==> src/rtl/dot_product_scheduler_pkg.sv <==
// Shared definitions for the dot-product scheduler: FSM state encodings,
// index-width helper and the saturating Q-rescale used on engine results.
package dp_sched_pkg;

  typedef logic [1:0] state_t;

  localparam state_t ST_IDLE    = 2'd0;
  localparam state_t ST_ISSUE   = 2'd1;
  localparam state_t ST_WAIT    = 2'd2;
  localparam state_t ST_RESPOND = 2'd3;

  // Width of an index able to address n requesters (never below one bit).
  function automatic int idx_w(input int n);
    return (n < 2) ? 1 : $clog2(n);
  endfunction

  // Arithmetic right shift by frac, then clamp into the signed w-bit range.
  // Works on a 64-bit container so the caller just truncates to w bits.
  function automatic logic signed [63:0] sat_shift(input logic signed [63:0] val,
                                                   input int w,
                                                   input int frac);
    logic signed [63:0] shifted;
    logic signed [63:0] max_v;
    logic signed [63:0] min_v;
    shifted = val >>> frac;
    max_v   = (64'sd1 <<< (w - 1)) - 64'sd1;
    min_v   = -(64'sd1 <<< (w - 1));
    if (shifted > max_v) begin
      return max_v;
    end
    if (shifted < min_v) begin
      return min_v;
    end
    return shifted;
  endfunction

endpackage

==> src/rtl/dot_product_scheduler_if.sv <==
// Bundle of requester-side and engine-side signals around the scheduler.
// slave = scheduler view, master = requesters plus engine view.
interface dot_product_scheduler_if #(
  parameter int W = 16,
  parameter int N = 4
);
  import dp_sched_pkg::*;

  localparam int IDX_W = idx_w(N);

  logic [N-1:0]       req;
  logic [N*4*W-1:0]   req_a;
  logic [N-1:0]       resp_v;
  logic [2*W-1:0]     resp_raw;
  logic [W-1:0]       resp_q;
  logic               busy;
  logic               eng_start;
  logic [4*W-1:0]     eng_a;
  logic [IDX_W-1:0]   eng_sel;
  logic               eng_done;
  logic [2*W-1:0]     eng_result;
  logic               err_timeout;

  modport slave (
    input  req, req_a, eng_done, eng_result,
    output resp_v, resp_raw, resp_q, busy, eng_start, eng_a, eng_sel, err_timeout
  );

  modport master (
    output req, req_a, eng_done, eng_result,
    input  resp_v, resp_raw, resp_q, busy, eng_start, eng_a, eng_sel, err_timeout
  );

endinterface

==> src/rtl/dot_product_scheduler_rr_arbiter.sv <==
// Combinational round-robin arbiter: the search starts one position after
// ptr and wraps modulo N, so the last-served requester has lowest priority.
module rr_arbiter #(
  parameter int N     = 4,
  parameter int IDX_W = 2
) (
  input  logic [N-1:0]     req,
  input  logic [IDX_W-1:0] ptr,
  output logic [N-1:0]     grant,
  output logic [IDX_W-1:0] grant_idx,
  output logic             any_grant
);

  // Candidate index for each search offset, already rotated past ptr.
  logic [IDX_W-1:0] cand_idx [N];

  genvar gi;
  generate
    for (gi = 0; gi < N; gi++) begin : g_cand
      assign cand_idx[gi] = IDX_W'((int'(ptr) + gi + 1) % N);
    end
  endgenerate

  // First requesting candidate in rotated order wins; grant is its one-hot.
  always_comb begin
    grant_idx = '0;
    any_grant = 1'b0;
    grant     = '0;
    for (int k = 0; k < N; k++) begin
      if (!any_grant && req[cand_idx[k]]) begin
        grant_idx = cand_idx[k];
        any_grant = 1'b1;
      end
    end
    if (any_grant) begin
      grant[grant_idx] = 1'b1;
    end
  end

endmodule

==> src/rtl/dot_product_scheduler.sv <==
// Shares one multi-cycle dot-product engine among N requesters.
// IDLE grants round-robin and latches activations, ISSUE pulses start,
// WAIT collects the result (or gives up after TIMEOUT cycles), RESPOND
// pulses resp_v to the granted requester only.
module dot_product_scheduler
  import dp_sched_pkg::*;
#(
  parameter int W       = 16,
  parameter int N       = 4,
  parameter int FRAC    = 8,
  parameter int TIMEOUT = 64
) (
  input  logic                   clk,
  input  logic                   rst,
  dot_product_scheduler_if.slave bus
);

  localparam int IDX_W = idx_w(N);
  localparam int TMR_W = $clog2(TIMEOUT + 1);

  state_t             state_reg;
  state_t             state_next;
  logic [IDX_W-1:0]   rr_ptr_reg;
  logic [IDX_W-1:0]   eng_sel_reg;
  logic [N-1:0]       grant_oh_reg;
  logic [4*W-1:0]     eng_a_reg;
  logic [2*W-1:0]     resp_raw_reg;
  logic [W-1:0]       resp_q_reg;
  logic               err_timeout_reg;
  logic [TMR_W-1:0]   timer_reg;

  logic [N-1:0]       arb_grant;
  logic [IDX_W-1:0]   arb_idx;
  logic               arb_any;
  logic [W-1:0]       sat_q;
  logic               timer_expired;
  logic [4*W-1:0]     act_slice [N];

  // Per-requester activation slices so the grant index can pick one directly.
  genvar gi;
  generate
    for (gi = 0; gi < N; gi++) begin : g_slice
      assign act_slice[gi] = bus.req_a[gi*4*W +: 4*W];
    end
  endgenerate

  rr_arbiter #(
    .N     (N),
    .IDX_W (IDX_W)
  ) u_arb (
    .req       (bus.req),
    .ptr       (rr_ptr_reg),
    .grant     (arb_grant),
    .grant_idx (arb_idx),
    .any_grant (arb_any)
  );

  assign sat_q         = W'(sat_shift(64'($signed(bus.eng_result)), W, FRAC));
  assign timer_expired = (timer_reg == TMR_W'(TIMEOUT - 1));

  // Next-state decode; eng_done is only honoured in WAIT, so a done that
  // coincides with the start pulse is dropped.
  always_comb begin
    state_next = state_reg;
    case (state_reg)
      ST_IDLE:    if (arb_any) state_next = ST_ISSUE;
      ST_ISSUE:   state_next = ST_WAIT;
      ST_WAIT:    if (bus.eng_done || timer_expired) state_next = ST_RESPOND;
      ST_RESPOND: state_next = ST_IDLE;
      default:    state_next = ST_IDLE;
    endcase
  end

  // State, grant latches, timeout counter and result registers.
  always_ff @(posedge clk or posedge rst) begin
    if (rst) begin
      state_reg       <= ST_IDLE;
      rr_ptr_reg      <= IDX_W'(N - 1);
      eng_sel_reg     <= '0;
      grant_oh_reg    <= '0;
      eng_a_reg       <= '0;
      resp_raw_reg    <= '0;
      resp_q_reg      <= '0;
      err_timeout_reg <= 1'b0;
      timer_reg       <= '0;
    end else begin
      state_reg <= state_next;
      case (state_reg)
        ST_IDLE: begin
          if (arb_any) begin
            eng_a_reg    <= act_slice[arb_idx];
            eng_sel_reg  <= arb_idx;
            grant_oh_reg <= arb_grant;
          end
        end
        ST_ISSUE: begin
          timer_reg <= '0;
        end
        ST_WAIT: begin
          if (bus.eng_done) begin
            resp_raw_reg <= bus.eng_result;
            resp_q_reg   <= sat_q;
          end else if (timer_expired) begin
            resp_raw_reg    <= '0;
            resp_q_reg      <= '0;
            err_timeout_reg <= 1'b1;
          end else begin
            timer_reg <= timer_reg + 1'b1;
          end
        end
        ST_RESPOND: begin
          rr_ptr_reg <= eng_sel_reg;
        end
        default: ;
      endcase
    end
  end

  // Pulses are decoded from the state so reset removes them immediately.
  assign bus.busy        = (state_reg != ST_IDLE);
  assign bus.eng_start   = (state_reg == ST_ISSUE);
  assign bus.resp_v      = (state_reg == ST_RESPOND) ? grant_oh_reg : '0;
  assign bus.eng_a       = eng_a_reg;
  assign bus.eng_sel     = eng_sel_reg;
  assign bus.resp_raw    = resp_raw_reg;
  assign bus.resp_q      = resp_q_reg;
  assign bus.err_timeout = err_timeout_reg;

endmodule

==> src/flat_wrapper.sv <==
// flat-port wrapper written by rule: the top's interface ports become plain ports
module dot_product_scheduler_flat import dp_sched_pkg::*;
#(
  parameter int W       = 16,
  parameter int N       = 4,
  parameter int FRAC    = 8,
  parameter int TIMEOUT = 64
)
  (clk, rst, bus_req, bus_req_a, bus_eng_done, bus_eng_result, bus_resp_v, bus_resp_raw, bus_resp_q, bus_busy, bus_eng_start, bus_eng_a, bus_eng_sel, bus_err_timeout);
  dot_product_scheduler_if #(.W(W), .N(N)) bus_i ();
  input  logic clk;
  input  logic rst;
  input wire logic [$bits(bus_i.req)-1:0] bus_req;
  input wire logic [$bits(bus_i.req_a)-1:0] bus_req_a;
  input wire logic [$bits(bus_i.eng_done)-1:0] bus_eng_done;
  input wire logic [$bits(bus_i.eng_result)-1:0] bus_eng_result;
  output wire logic [$bits(bus_i.resp_v)-1:0] bus_resp_v;
  output wire logic [$bits(bus_i.resp_raw)-1:0] bus_resp_raw;
  output wire logic [$bits(bus_i.resp_q)-1:0] bus_resp_q;
  output wire logic [$bits(bus_i.busy)-1:0] bus_busy;
  output wire logic [$bits(bus_i.eng_start)-1:0] bus_eng_start;
  output wire logic [$bits(bus_i.eng_a)-1:0] bus_eng_a;
  output wire logic [$bits(bus_i.eng_sel)-1:0] bus_eng_sel;
  output wire logic [$bits(bus_i.err_timeout)-1:0] bus_err_timeout;
  assign bus_i.req = bus_req;
  assign bus_i.req_a = bus_req_a;
  assign bus_i.eng_done = bus_eng_done;
  assign bus_i.eng_result = bus_eng_result;
  assign bus_resp_v = bus_i.resp_v;
  assign bus_resp_raw = bus_i.resp_raw;
  assign bus_resp_q = bus_i.resp_q;
  assign bus_busy = bus_i.busy;
  assign bus_eng_start = bus_i.eng_start;
  assign bus_eng_a = bus_i.eng_a;
  assign bus_eng_sel = bus_i.eng_sel;
  assign bus_err_timeout = bus_i.err_timeout;
  dot_product_scheduler #(.W(W), .N(N), .FRAC(FRAC), .TIMEOUT(TIMEOUT)) u_core (.clk(clk), .rst(rst), .bus(bus_i));
endmodule
==> config.mk <==
export PLATFORM = sky130hd
export DESIGN_NAME = dot_product_scheduler_flat
export DESIGN_NICKNAME = d
export VERILOG_FILES = /design/src/rtl/dot_product_scheduler_pkg.sv /design/src/rtl/dot_product_scheduler_if.sv /design/src/rtl/dot_product_scheduler_rr_arbiter.sv /design/src/rtl/dot_product_scheduler.sv /design/src/flat_wrapper.sv
export SDC_FILE = /design/constraint.sdc
export NUM_CORES = 1
export LEC_CHECK = 0
export ABC_AREA = 1
export BUFFER_PORTS_ARGS = -buffer_cell sky130_fd_sc_hd__buf_2
export CAP_MARGIN = 25
export CORE_MARGIN = 10
export CORE_UTILIZATION = 41
export DETAILED_ROUTE_END_ITERATION = 16
export PLACE_DENSITY = 0.72
export SLEW_MARGIN = 40
export SYNTH_ARGS = -nofsm -noshare
export SYNTH_HDL_FRONTEND = slang
export SYNTH_SLANG_ARGS = --single-unit
==> constraint.sdc <==
create_clock -name clk -period 10 [get_ports clk]
set_input_delay 2 -clock clk [delete_from_list [all_inputs] [get_ports clk]]
set_output_delay 2 -clock clk [all_outputs]
set_load 0.02 [all_outputs]
* Word level (Yosys, flattened, before mapping) *
Cells that the tools add are included.

word-level totals
  input bits = 295
  flip-flop bits (word level) = 130
  logic and storage cells = 91

cells by class
  equal/unequal tests = 8
  bitwise operators = 2
  magnitude comparators = 9
  add/sub/neg operators = 7
  reduce and logical (&&, ||, !) cells = 17
  multiplexer cells = 39

operators by type and width
  operator              number
  $bmux 64 s2           1
  $mux 64               2
  $mux 16               6
  $mux 32               2
  $gt 24x16->1 const B  1
  $lt 24x16->1 const B  1
  $lt 2x3->1 const B    5
  $mux 7                2
  $pmux 7 s2            1
  $mux 1                12
  $mux 2                6
  $add 2x1->2 const B   4
  $bmux 1 s2            4
  $pmux 2 s4            1
  $add 7x1->7 const B   1
  $eq 7x6->1 const B    1
  $reduce_and 2->1      3
  $reduce_and 3->1      2
  $reduce_bool 2->1     3
  $add 2x2->2 const B   2
  $eq 2x2->1 const B    2
  $logic_and 1x1->1     4
  $mux 4                1
  $ne 2x1->1 const B    2
  10 further kinds      13

* Longest topological paths before layout *
Gate-level depths: netlist of the first run.

  depth after elaboration = 17
  mapped depth = 19
  depth with buffers taken out = 16

* Hierarchy *
A second synthesis of the first run with hierarchy kept.

unflattened totals
  cell total of the unflattened synthesis = 1016
  area total of the unflattened synthesis = 7507.2 µm²

by module, submodules not included
  module                 cells each  area each (µm²)  instances  seq. area each (µm²)
  dot_product_scheduler  941         7128.1           1          3255.6
  rr_arbiter             75          379.1            1          0.0

* Worst setup path before layout of the first run *
No wires, ideal clock.

  kind = input to register
  start = input port bus_req[3]
  end = register u_core.eng_a_reg[46], in the netlist u_core.bus.eng_a[46]
  required time = 9883 ps
  arrival time = 3187 ps
  slack = 6696 ps
  stages on the path = 14
  cell sequence = inv_1 -> nand2_1 -> nand3_1 -> nand2_1 -> nor2_4 -> nand2_1 -> a21oi_2 -> inv_2 -> buf_2 -> buf_4 -> nand2_1 -> nand2_1 -> nand2_1 -> nand2_1

on the way
  longest elaborated chain between the ends = 16

RTL lines
  element                                      line                                    RTL
  start, declared                              flat_wrapper.sv:13                      input wire logic [$bits(bus_i.req)-1:0] bus_req;
  $bmux 1 s2                                   dot_product_scheduler_rr_arbiter.sv:30  if (!any_grant && req[cand_idx[k]]) begin
  $mux 1 (implied by the code)                 dot_product_scheduler_rr_arbiter.sv:30
  $mux 1                                       dot_product_scheduler_rr_arbiter.sv:30
  $logic_not 1->1                              dot_product_scheduler_rr_arbiter.sv:30
  $logic_and 1x1->1                            dot_product_scheduler_rr_arbiter.sv:30
  $mux 1                                       dot_product_scheduler_rr_arbiter.sv:30
  $logic_not 1->1                              dot_product_scheduler_rr_arbiter.sv:30
  $logic_and 1x1->1                            dot_product_scheduler_rr_arbiter.sv:30
  $mux 1                                       dot_product_scheduler_rr_arbiter.sv:30
  $logic_not 1->1                              dot_product_scheduler_rr_arbiter.sv:30
  $logic_and 1x1->1                            dot_product_scheduler_rr_arbiter.sv:30
  $mux 2                                       dot_product_scheduler_rr_arbiter.sv:30
  $not 2->3 (implied by the code)              dot_product_scheduler.sv:91             eng_a_reg <= act_slice[arb_idx];
  $bmux 64 s2                                  dot_product_scheduler.sv:91
  $mux 64 (implied by the code) (2 in series)  dot_product_scheduler.sv:91
  end signal, assigned                         dot_product_scheduler.sv:91
  end, declared                                dot_product_scheduler.sv:26             logic [4*W-1:0] eng_a_reg;

Parallel ways exist; a longest one is shown, timed or not. The select of a mux whose other input is x is not followed.
A chain may end at the register's enable or synchronous reset.

* Worst setup path after layout of the first run *
  start = input port bus_req[1]
  end = register u_core.eng_a_reg[14], in the netlist u_core.bus.eng_a[14]

The elaborated chain is that of the path after synthesis.

==> metrics.yaml, run 1 <==
clkSinkCount: 130
cts_hold_buf: 0
synth_nets: 1591
gr-usage-met2_pct: 40.10
fin_crit_sh_pct: 46.02
die-area_um2: 26500
cts_tree: "done"
final_nets: 1952
slew_headroom_pct: 45.20
synth_top_area_share_pct: 38.32
setup_ws_ps: 5398
grtUsageMet3_pct: 6.471
cp.required_ps: 10350
avgSynthCellArea_um2: 6.479
grt_usage_pct: 23.21
grt_overflow: 0
mostFrequentLayoutCells: "nand2_1 (608), buf_2 (415), nand3_1 (234)"
tightest_slew_ps: 822.1
pre_cts_slack_ps: 4998
drc: 0
routabilityCongestion: 0.9054
cts_made_buffers: 17
hold_ws_ps: 460.2
rows: 52
layout_commonest_cell: "nand2_1"
yosysTopAreaCell: "dfrtp_1"
critPathLaunchType: "input port"
io-pin-count: 416
ys_seq_elements: 130
fin_util_pct: 54.35
stdcell_count: 1935
clock_path_buffers: 2
postCtsSetupBuffers: 0
syn_area_um2: 8358
fin_skew_ps: 12.92
drv_slew: 0
fin_crit_ps: 4602
start_util_pct: 41.44
synthDistinctLibCells: 28
clock_latency_ps: 420
r2r_cells: 17
cts-root-buf: "clkbuf_16"
yosysSeqAreaShare_pct: 38.95
num_vias: 9509
coreArea_um2: 20170
antenna_left: 0
end_kind: "flip-flop"
power_switching_mw: 2.320
die_y_um: 162.8
drv_cap: 0
pwr-share-comb_pct: 64.2
routed_wl_um: 32230
rsz0062_at_grt: "false"
fp.dieW_um: 162.8
power_frac_clock_pct: 14.2
setup_viol: 0
grt_pass1_wl_um: 49480
synth.top_cells.by_area: "dfrtp_1 (38%), nand2_1 (27%), nand3_1 (14%)"
total_power_mw: 4.282
leakage_nw: 6.951
wire_per_inst_um: 16.66
post_dp_cell_area_um2: 10380
ys_warn_count: 0
syn_inst: 1290
first_global_vias: 9203
p_per_area_nw_per_um2: 390.6
fin_area_um2: 10960
drive_gt1_share_pct: 28.61
fmax_ghz: 0.2173
clk_pin_slew_ps: 60
hpwl_um: 24180
first_pass_iters: 5
critical_path_class: "input port to flip-flop"
cp_max_fo: 73
ir_worst_vdd_v: 0.0002778
fin_setup_tns_ps: 0
internal_power_mw: 1.962
p_seq_share_pct: 21.6
area_growth_pct: 31.15
port_buffers: 415
crit_arrival_ps: 4960
vias_per_cell: 4.914
post_cts_resized: 0
largest_reg_flops: 64
fill_cells: 2073
busiest_layer: "met2"
switching_share_pct: 54.18
dpl.cell_count: 1902
status: "complete, no violations"
hold-path-cell-count: 1
drt_iter0_drc: 671
antenna_found_initial: 2
grt_max_degree: 85
use_met1_pct: 27.57
hold_class: "flip-flop to flip-flop"
htree_levels: 4
final_hold_viol_count: 0
synth_stat cells (all sizes together):
master,count
a21oi,4
a22o,24
a31o,1
buf,62
clkbuf,20
dfrtp,128
dfstp,2
ha,6
inv,158
nand2,613
nand3,235
nand4,4
nor2,7
nor4,2
o21ai,22
o22ai,1
xnor2,1
metal layers:
metal  vias to the layer above  share of wire, %
met5                         -             0.062
met4                         2               1.8
met3                        38               8.4
met2                       422                50
met1                      4327                39
li1                       4720                 -
logic make-up after synthesis:
| group | synth area share [%] |
|---|---|
| xor+xnor | 0.1048 |
| fa+ha+maj | 0.8982 |
| buf+inv | 13.11 |
| simple gates | 42.63 |
| flops | 38.95 |
| compound gates | 4.296 |
power groups by stage:
stage	Sequential, mW	Clock, mW	Combinational (mW)
2_1_floorplan	1.18	0	1.89
3_3_place_gp	0.922	0	2.74
3_5_place_dp	0.924	0	2.77
4_1_cts	0.924	0.622	2.78
5_1_grt	0.951	0.645	3.12
6_report	0.926	0.608	2.75
final cells by class:
cell class / instances / area (um^2) / area share, %
Antenna cell: 1 / 2.502 / 0.02283
Tap cell: 270 / 337.8 / 3.082
Clock inverter: 15 / 151.4 / 1.381
Multi-Input combinational cell: 920 / 4038 / 36.83
Timing Repair Buffer: 424 / 2148 / 19.60
Inverter: 158 / 603.1 / 5.502
Sequential cell: 130 / 3256 / 29.70
Clock buffer: 17 / 425.4 / 3.881
worst max-delay path, stage by stage:
cell,delay [ps]
buf_2,120
nand2_1,60
nand2_1,60
nand2_1,100
nand2_2,90
inv_2,50
nand2_1,100
nor2_2,140
nand2_4,330
nand2_4,600
buf_4,670
nand2_1,120
nand2_1,120
nand2_1,70
nand2_1,80
nand2_1,50
nand2_1,60
worst paths after layout:
check | from | endpoint | slack, ps
setup / recovery | bus_req[1] | u_core.bus.eng_a[14]$_DFFE_PP0P_ | 5400
max in group asynchronous | rst | u_core.state_reg[1]$_DFFE_PP0P_ | 7240
hold reg to reg | u_core.bus.err_timeout$_DFFE_PP0P_ | u_core.bus.err_timeout$_DFFE_PP0P_ | 460
min in group asynchronous | rst | u_core.bus.eng_a[0]$_DFFE_PP0P_ | 1660
setup reg to reg | u_core.rr_ptr_reg[0]$_DFFE_PP1N_ | u_core.bus.eng_a[14]$_DFFE_PP0P_ | 6350
hold / removal | u_core.bus.err_timeout$_DFFE_PP0P_ | u_core.bus.err_timeout$_DFFE_PP0P_ | 460
Note: power is estimated with default switching activity, not from simulation.
==> run 2, diff against run 1 <==
--- a/config.mk
+++ b/config.mk
@@ -5,13 +5,13 @@
 export SDC_FILE = /design/constraint.sdc
 export NUM_CORES = 1
 export LEC_CHECK = 0
-export ABC_AREA = 1
+export ABC_AREA = 0
 export BUFFER_PORTS_ARGS = -buffer_cell sky130_fd_sc_hd__buf_2
 export CAP_MARGIN = 25
-export CORE_MARGIN = 10
-export CORE_UTILIZATION = 41
+export CORE_AREA = 10 10 153 155
 export DETAILED_ROUTE_END_ITERATION = 16
-export PLACE_DENSITY = 0.72
+export DIE_AREA = 0 0 163 165
+export PLACE_DENSITY = 0.69
 export SLEW_MARGIN = 40
 export SYNTH_ARGS = -nofsm -noshare
 export SYNTH_HDL_FRONTEND = slang
==> constraint.sdc (replaced) <==
create_clock -name clk -period 4 [get_ports clk]
set_input_delay 0.8 -clock clk [delete_from_list [all_inputs] [get_ports clk]]
set_output_delay 0.8 -clock clk [all_outputs]
set_load 0.02 [all_outputs]
==> metrics.yaml, run 2 <==
status: "complete, no violations"
drive_gt1_share_pct: 48.39
grt_pass1_wl_um: 43060
first_pass_iters: 4
fp.dieW_um: 163
ys.flop_type: "dfrtp_1"
io-pin-count: 416
synth_top_area_share_pct: 43.87
syn_area_um2: 7302
synth_edf_count: 0
grt_overflow: 0
start_util_pct: 36.20
hold_class: "flip-flop to flip-flop"
hold-path-cell-count: 2
fill_cells: 1864
grt_max_degree: 131
layout_commonest_cell: "buf_2"
grt_usage_pct: 20.32
dpl.cell_count: 1322
r2r_cells: 6
drc: 0
hpwl_um: 22400
power_frac_clock_pct: 20.1
fin_skew_ps: 9.632
ys_warn_count: 0
cts_hold_buf: 0
crit_arrival_ps: 2990
largest_reg_flops: 64
first_global_vias: 7387
critical_path_class: "input port to flip-flop"
clock_path_buffers: 2
total_power_mw: 7.978
avgSynthCellArea_um2: 10.63
cp_max_fo: 50
mostFrequentLayoutCells: "buf_2 (415), dfrtp_1 (128), nor2_1 (72)"
htree_levels: 4
cp.required_ps: 4310
setup_viol: 0
async_flop_share_pct: 100.0
leakage_nw: 4.957
wire_per_inst_um: 21.20
critPathLaunchType: "input port"
yosys-top-cells-count: "dfrtp_1 (128), nor2_1 (73), and2_1 (71)"
startpoint: "bus_req[1]"
fin_crit_sh_pct: 67.07
fin_crit_ps: 2683
r2r-start: "u_core.rr_ptr_reg[1]$_DFFE_PP1N_"
yosysTopAreaCell: "dfrtp_1"
end_kind: "flip-flop"
fin_util_pct: 50.58
cts-root-buf: "clkbuf_16"
cts_tree: "done"
die_y_um: 165
rsz0062_at_grt: "false"
synth_nets: 988
synthDistinctLibCells: 43
drv_cap: 0
timing.reg2reg.setup_slack_ps: 1460
syn_inst: 687
clk_pin_slew_ps: 60
stdcell_count: 1357
synth.top_cells.by_area: "dfrtp_1 (44%), mux2i_1 (8.8%), and2_1 (6.1%)"
switching_share_pct: 45.88
vias_per_cell: 5.219
num_vias: 7082
antenna_found_initial: 0
r2r_end: "u_core.bus.eng_a[44]$_DFFE_PP0P_"
drt_iter0_drc: 469
whs_endpoint: "u_core.bus.resp_q[10]$_DFFE_PP0P_"
routabilityCongestion: 0.8965
coreArea_um2: 20170
antenna_left: 0
min-delay-start: "u_core.bus.resp_q[10]$_DFFE_PP0P_"
p_seq_share_pct: 28.6
yosysMostFrequentCell: "dfrtp_1"
yosysSeqAreaShare_pct: 44.59
port_buffers: 415
ir_worst_vdd_v: 0.0003361
clkSinkCount: 130
area_growth_pct: 39.72
drv_slew: 0
fin_setup_tns_ps: 0
ys_seq_elements: 130
tightest_slew_ps: 764.8
power_switching_mw: 3.660
clock_latency_ps: 420
final_nets: 1373
post_cts_resized: 0
slew_headroom_pct: 49.01
final_hold_viol_count: 0
postCtsSetupBuffers: 0
pwr-share-comb_pct: 51.2
p_per_area_nw_per_um2: 782.0
cts_made_buffers: 17
routed_wl_um: 28770
die-area_um2: 26900
internal_power_mw: 4.318
fmax_ghz: 0.3728
rows: 52
run 2: power groups by stage:
stage	registers, mW	clock network [mW]	logic (mW)
6_report	2.28	1.61	4.09
5_1_grt	2.35	1.71	4.42
4_1_cts	2.28	1.64	4.13
3_5_place_dp	2.30	0	4.13
3_3_place_gp	2.28	0	4.06
2_1_floorplan	2.95	0	2.12
run 2: metal layers:
metal | GRT usage, % | part of all wire [%] | vias to the layer above
met5 | 0 | 0 | -
met4 | 6.230 | 1.6 | 0
met3 | 5.975 | 7.9 | 29
met2 | 34.89 | 51 | 313
met1 | 24.02 | 39 | 3392
li1 | - | - | 3348
run 2: how the worst max path moves through the flow:
stage	slack, ps	end
2_1_floorplan	1590	u_core.bus.eng_a[0]$_DFFE_PP0P_
3_3_place_gp	910	u_core.bus.eng_a[9]$_DFFE_PP0P_
3_5_place_dp	930	u_core.bus.eng_a[44]$_DFFE_PP0P_
4_1_cts	1340	u_core.bus.eng_a[44]$_DFFE_PP0P_
5_1_grt	1130	u_core.bus.eng_a[44]$_DFFE_PP0P_
6_report	1320	u_core.bus.eng_a[44]$_DFFE_PP0P_
run 2: cells by family after synthesis:
| group | count (synthesis) | share of synthesized area (%) |
|---|---|---|
| simple gates | 213 | 14.26 |
| compound gates | 200 | 25.34 |
| flops | 130 | 44.59 |
| buf+inv | 70 | 5.466 |
| mux | 66 | 9.081 |
| fa+ha+maj | 6 | 1.028 |
| xor+xnor | 2 | 0.2399 |
run 2: area by class of cell:
cell class	instances	area, um^2	share of cell area, %
Clock buffer	17	425.4	4.170
Inverter	7	30.03	0.2943
Clock inverter	15	187.7	1.840
Antenna cell	2	5.005	0.04906
Sequential cell	130	3256	31.91
Multi-Input combinational cell	487	3714	36.40
Tap cell	270	337.8	3.311
Timing Repair Buffer	429	2247	22.03
run 2: critical path, stage by stage:
cell and delay (ps):
buf_2 140, nor4_1 660, nor2_4 70, nand2_4 510
buf_4 420, a221oi_1 90, a211oi_1 270
run 2: per-stage QoR:
stage,worst slack [ps],hold slack (ps),area (um^2)
detailed placement,933.4,443.7,9569
floorplan,1592,440.9,7306
global placement,911.2,439.1,9545
CTS,1336,466.9,10180
finish,1317,462.8,10200
global route,1135,480.5,10200
==> run 3, diff against run 2 <==
--- a/config.mk
+++ b/config.mk
@@ -5,13 +5,13 @@
 export SDC_FILE = /design/constraint.sdc
 export NUM_CORES = 1
 export LEC_CHECK = 0
-export ABC_AREA = 0
+export ABC_AREA = 1
 export BUFFER_PORTS_ARGS = -buffer_cell sky130_fd_sc_hd__buf_2
 export CAP_MARGIN = 25
-export CORE_AREA = 10 10 153 155
+export CORE_MARGIN = 10
+export CORE_UTILIZATION = 41
 export DETAILED_ROUTE_END_ITERATION = 16
-export DIE_AREA = 0 0 163 165
-export PLACE_DENSITY = 0.69
+export PLACE_DENSITY = 0.75
 export SLEW_MARGIN = 40
 export SYNTH_ARGS = -nofsm -noshare
 export SYNTH_HDL_FRONTEND = slang
==> constraint.sdc (replaced) <==
create_clock -name clk -period 2.2 [get_ports clk]
set_input_delay 0.44 -clock clk [delete_from_list [all_inputs] [get_ports clk]]
set_output_delay 0.44 -clock clk [all_outputs]
set_load 0.02 [all_outputs]
==> metrics.yaml, run 3 (synthesized netlist as in run 1, its figures left out) <==
antenna_found_initial: 4
setup_ws_ps: -153.0
ir_worst_vdd_v: 0.001360
crit_top_cell: "nand2_1"
setup_viol: 66
cts_tree: "done"
p_per_area_nw_per_um2: 1957
status: "finished with violations"
r2r_end: "u_core.bus.eng_a[49]$_DFFE_PP0P_"
drv_slew: 0
critPathMaxStageDelay_ps: 620
r2r_cells: 17
rsz0062_at_grt: "true"
leakage_nw: 7.439
drv_cap: 0
die_y_um: 162.8
drt_iter0_drc: 702
final_nets: 2005
fin_crit_sh_pct: 107.0
vias_per_cell: 5.058
antenna_left: 0
mostFrequentLayoutCells: "nand2_1 (582), buf_2 (415), nand3_1 (231)"
crit_end: "u_core.bus.eng_a[49]$_DFFE_PP0P_"
clkSinkCount: 130
routed_wl_um: 35820
fin_area_um2: 12070
fin_skew_ps: 12.36
fill_cells: 1857
path_buf_inv: 2
routabilityCongestion: 0.9210
area_growth_pct: 44.40
final_hold_viol_count: 0
die-area_um2: 26500
cts-root-buf: "clkbuf_16"
slew_headroom_pct: 53.64
grt_overflow: 0
pre_cts_slack_ps: -76.20
htree_levels: 4
startpoint: "u_core.rr_ptr_reg[0]$_DFFE_PP1N_"
grt_pass1_wl_um: 50320
port_buffers: 415
post_dp_cell_area_um2: 10710
fmax_ghz: 0.4250
cp_max_fo: 12
start_util_pct: 41.44
clock_path_buffers: 2
grt_usage_pct: 23.55
r2r-start: "u_core.rr_ptr_reg[0]$_DFFE_PP1N_"
hold_class: "input port to async pin"
first_global_vias: 9583
crit_chain: "clkinv_4 > nand2_2 > nand2_2 > nand2_2 > nand2_2 > nand2_2 > nand2_4 > nor2_4 > nand2_4 > nand2_8 > clkbuf_16 > nand2_1 > nand2_1 > nand2_1 > nand2_1 > nand2_1 > nand2_1"
grt_max_degree: 58
io-pin-count: 416
end_kind: "flip-flop"
crit_arrival_ps: 2720
largest_reg_flops: 64
violations: "setup timing"
layout_commonest_cell: "nand2_1"
tightest_slew_ps: 693.9
first_pass_iters: 5
num_vias: 10076
critPathLaunchType: "flip-flop"
drc: 0
critical_path_class: "flip-flop to flip-flop"
clock_latency_ps: 430
fin_crit_ps: 2353
cp_slowest_cell: "dfstp_2"
wire_per_inst_um: 17.98
cts_made_buffers: 17
coreArea_um2: 20170
total_power_mw: 23.62
rows: 52
cp.required_ps: 2570
hpwl_um: 24820
clk_pin_slew_ps: 70
crit_cells: 17
fp.dieW_um: 162.8
timing.reg2reg.setup_slack_ps: -150
drive_gt1_share_pct: 32.44
crit_family: "simple AND/OR/NAND/NOR gates"
## run 3: area by class of cell
cell class                      instances  area, um^2  share of cell area, %
Tap cell                              270       337.8                  2.799
Multi-Input combinational cell        923        4210                  34.88
Inverter                              158       606.8                  5.028
Clock inverter                         15       161.4                  1.337
Timing Repair Buffer                  474        3059                  25.35
Sequential cell                       130        3256                  26.97
Clock buffer                           17       425.4                  3.525
Antenna cell                            5       12.51                 0.1037
## run 3: per-stage QoR
stage / hold slack [ps] / std cells / utilization (%) / TNS [ps]
2_1_floorplan: 459.1 / 1290 / - / 0
3_3_place_gp: 450.5 / 1925 / 53.08 / -1.570
3_5_place_dp: 451.7 / 1925 / 53.08 / -1516
4_1_cts: 165.4 / 1960 / 56.46 / -445.0
5_1_grt: 160.1 / 1989 / 59.80 / -14470
6_report: 132.5 / 1992 / 59.84 / -6643
## run 3: how the worst min path moves through the flow
| stage | to | slack [ps] | cells after the start | from |
|---|---|---|---|---|
| 6_report | u_core.bus.eng_a[58]$_DFFE_PP0P_ | 130 | 2 | rst |
| 5_1_grt | u_core.bus.eng_a[58]$_DFFE_PP0P_ | 160 | 2 | rst |
| 4_1_cts | u_core.bus.eng_a[58]$_DFFE_PP0P_ | 170 | 2 | rst |
| 3_5_place_dp | u_core.bus.err_timeout$_DFFE_PP0P_ | 450 | 1 | u_core.bus.err_timeout$_DFFE_PP0P_ |
| 3_3_place_gp | u_core.bus.resp_raw[24]$_DFFE_PP0P_ | 450 | 2 | u_core.bus.resp_raw[24]$_DFFE_PP0P_ |
| 2_1_floorplan | u_core.grant_oh_reg[1]$_DFFE_PP0P_ | 460 | 2 | u_core.grant_oh_reg[1]$_DFFE_PP0P_ |
## run 3: worst register-to-register path: stages (launching register included)
cell	delay, ps
dfstp_2	620
clkinv_4	120
nand2_2	90
nand2_2	70
nand2_2	80
nand2_2	70
nand2_2	90
nand2_4	70
nor2_4	200
nand2_4	180
nand2_8	180
clkbuf_16	180
nand2_1	50
nand2_1	50
nand2_1	60
nand2_1	70
nand2_1	50
nand2_1	60
## run 3: power breakdown
| group | internal [mW] | total, mW | leakage, nW | switching [mW] |
|---|---|---|---|---|
| Combinational | 6.39 | 16.6 | 5.54 | 10.2 |
| Clock | 1.52 | 2.78 | 0.281 | 1.27 |
| Sequential | 3.55 | 4.22 | 1.62 | 0.672 |
| Total | 11.4 | 23.6 | 7.44 | 12.2 |
## run 3: per-layer routing
layer	part of all wire (%)	global-route usage (%)
met5	0	0
met4	2.7	7.377
met2	51	41.00
met1	39	27.29
met3	8.0	6.825
## run 3: what timing repair did
action	4_1_cts	5_1_grt
hold endpoints to repair	0	0
setup endpoints to repair	61	70
gates cloned	1	22
setup buffers	2	5
resized for setup	8	61
hold buffers	0	0
pin swaps	3	13
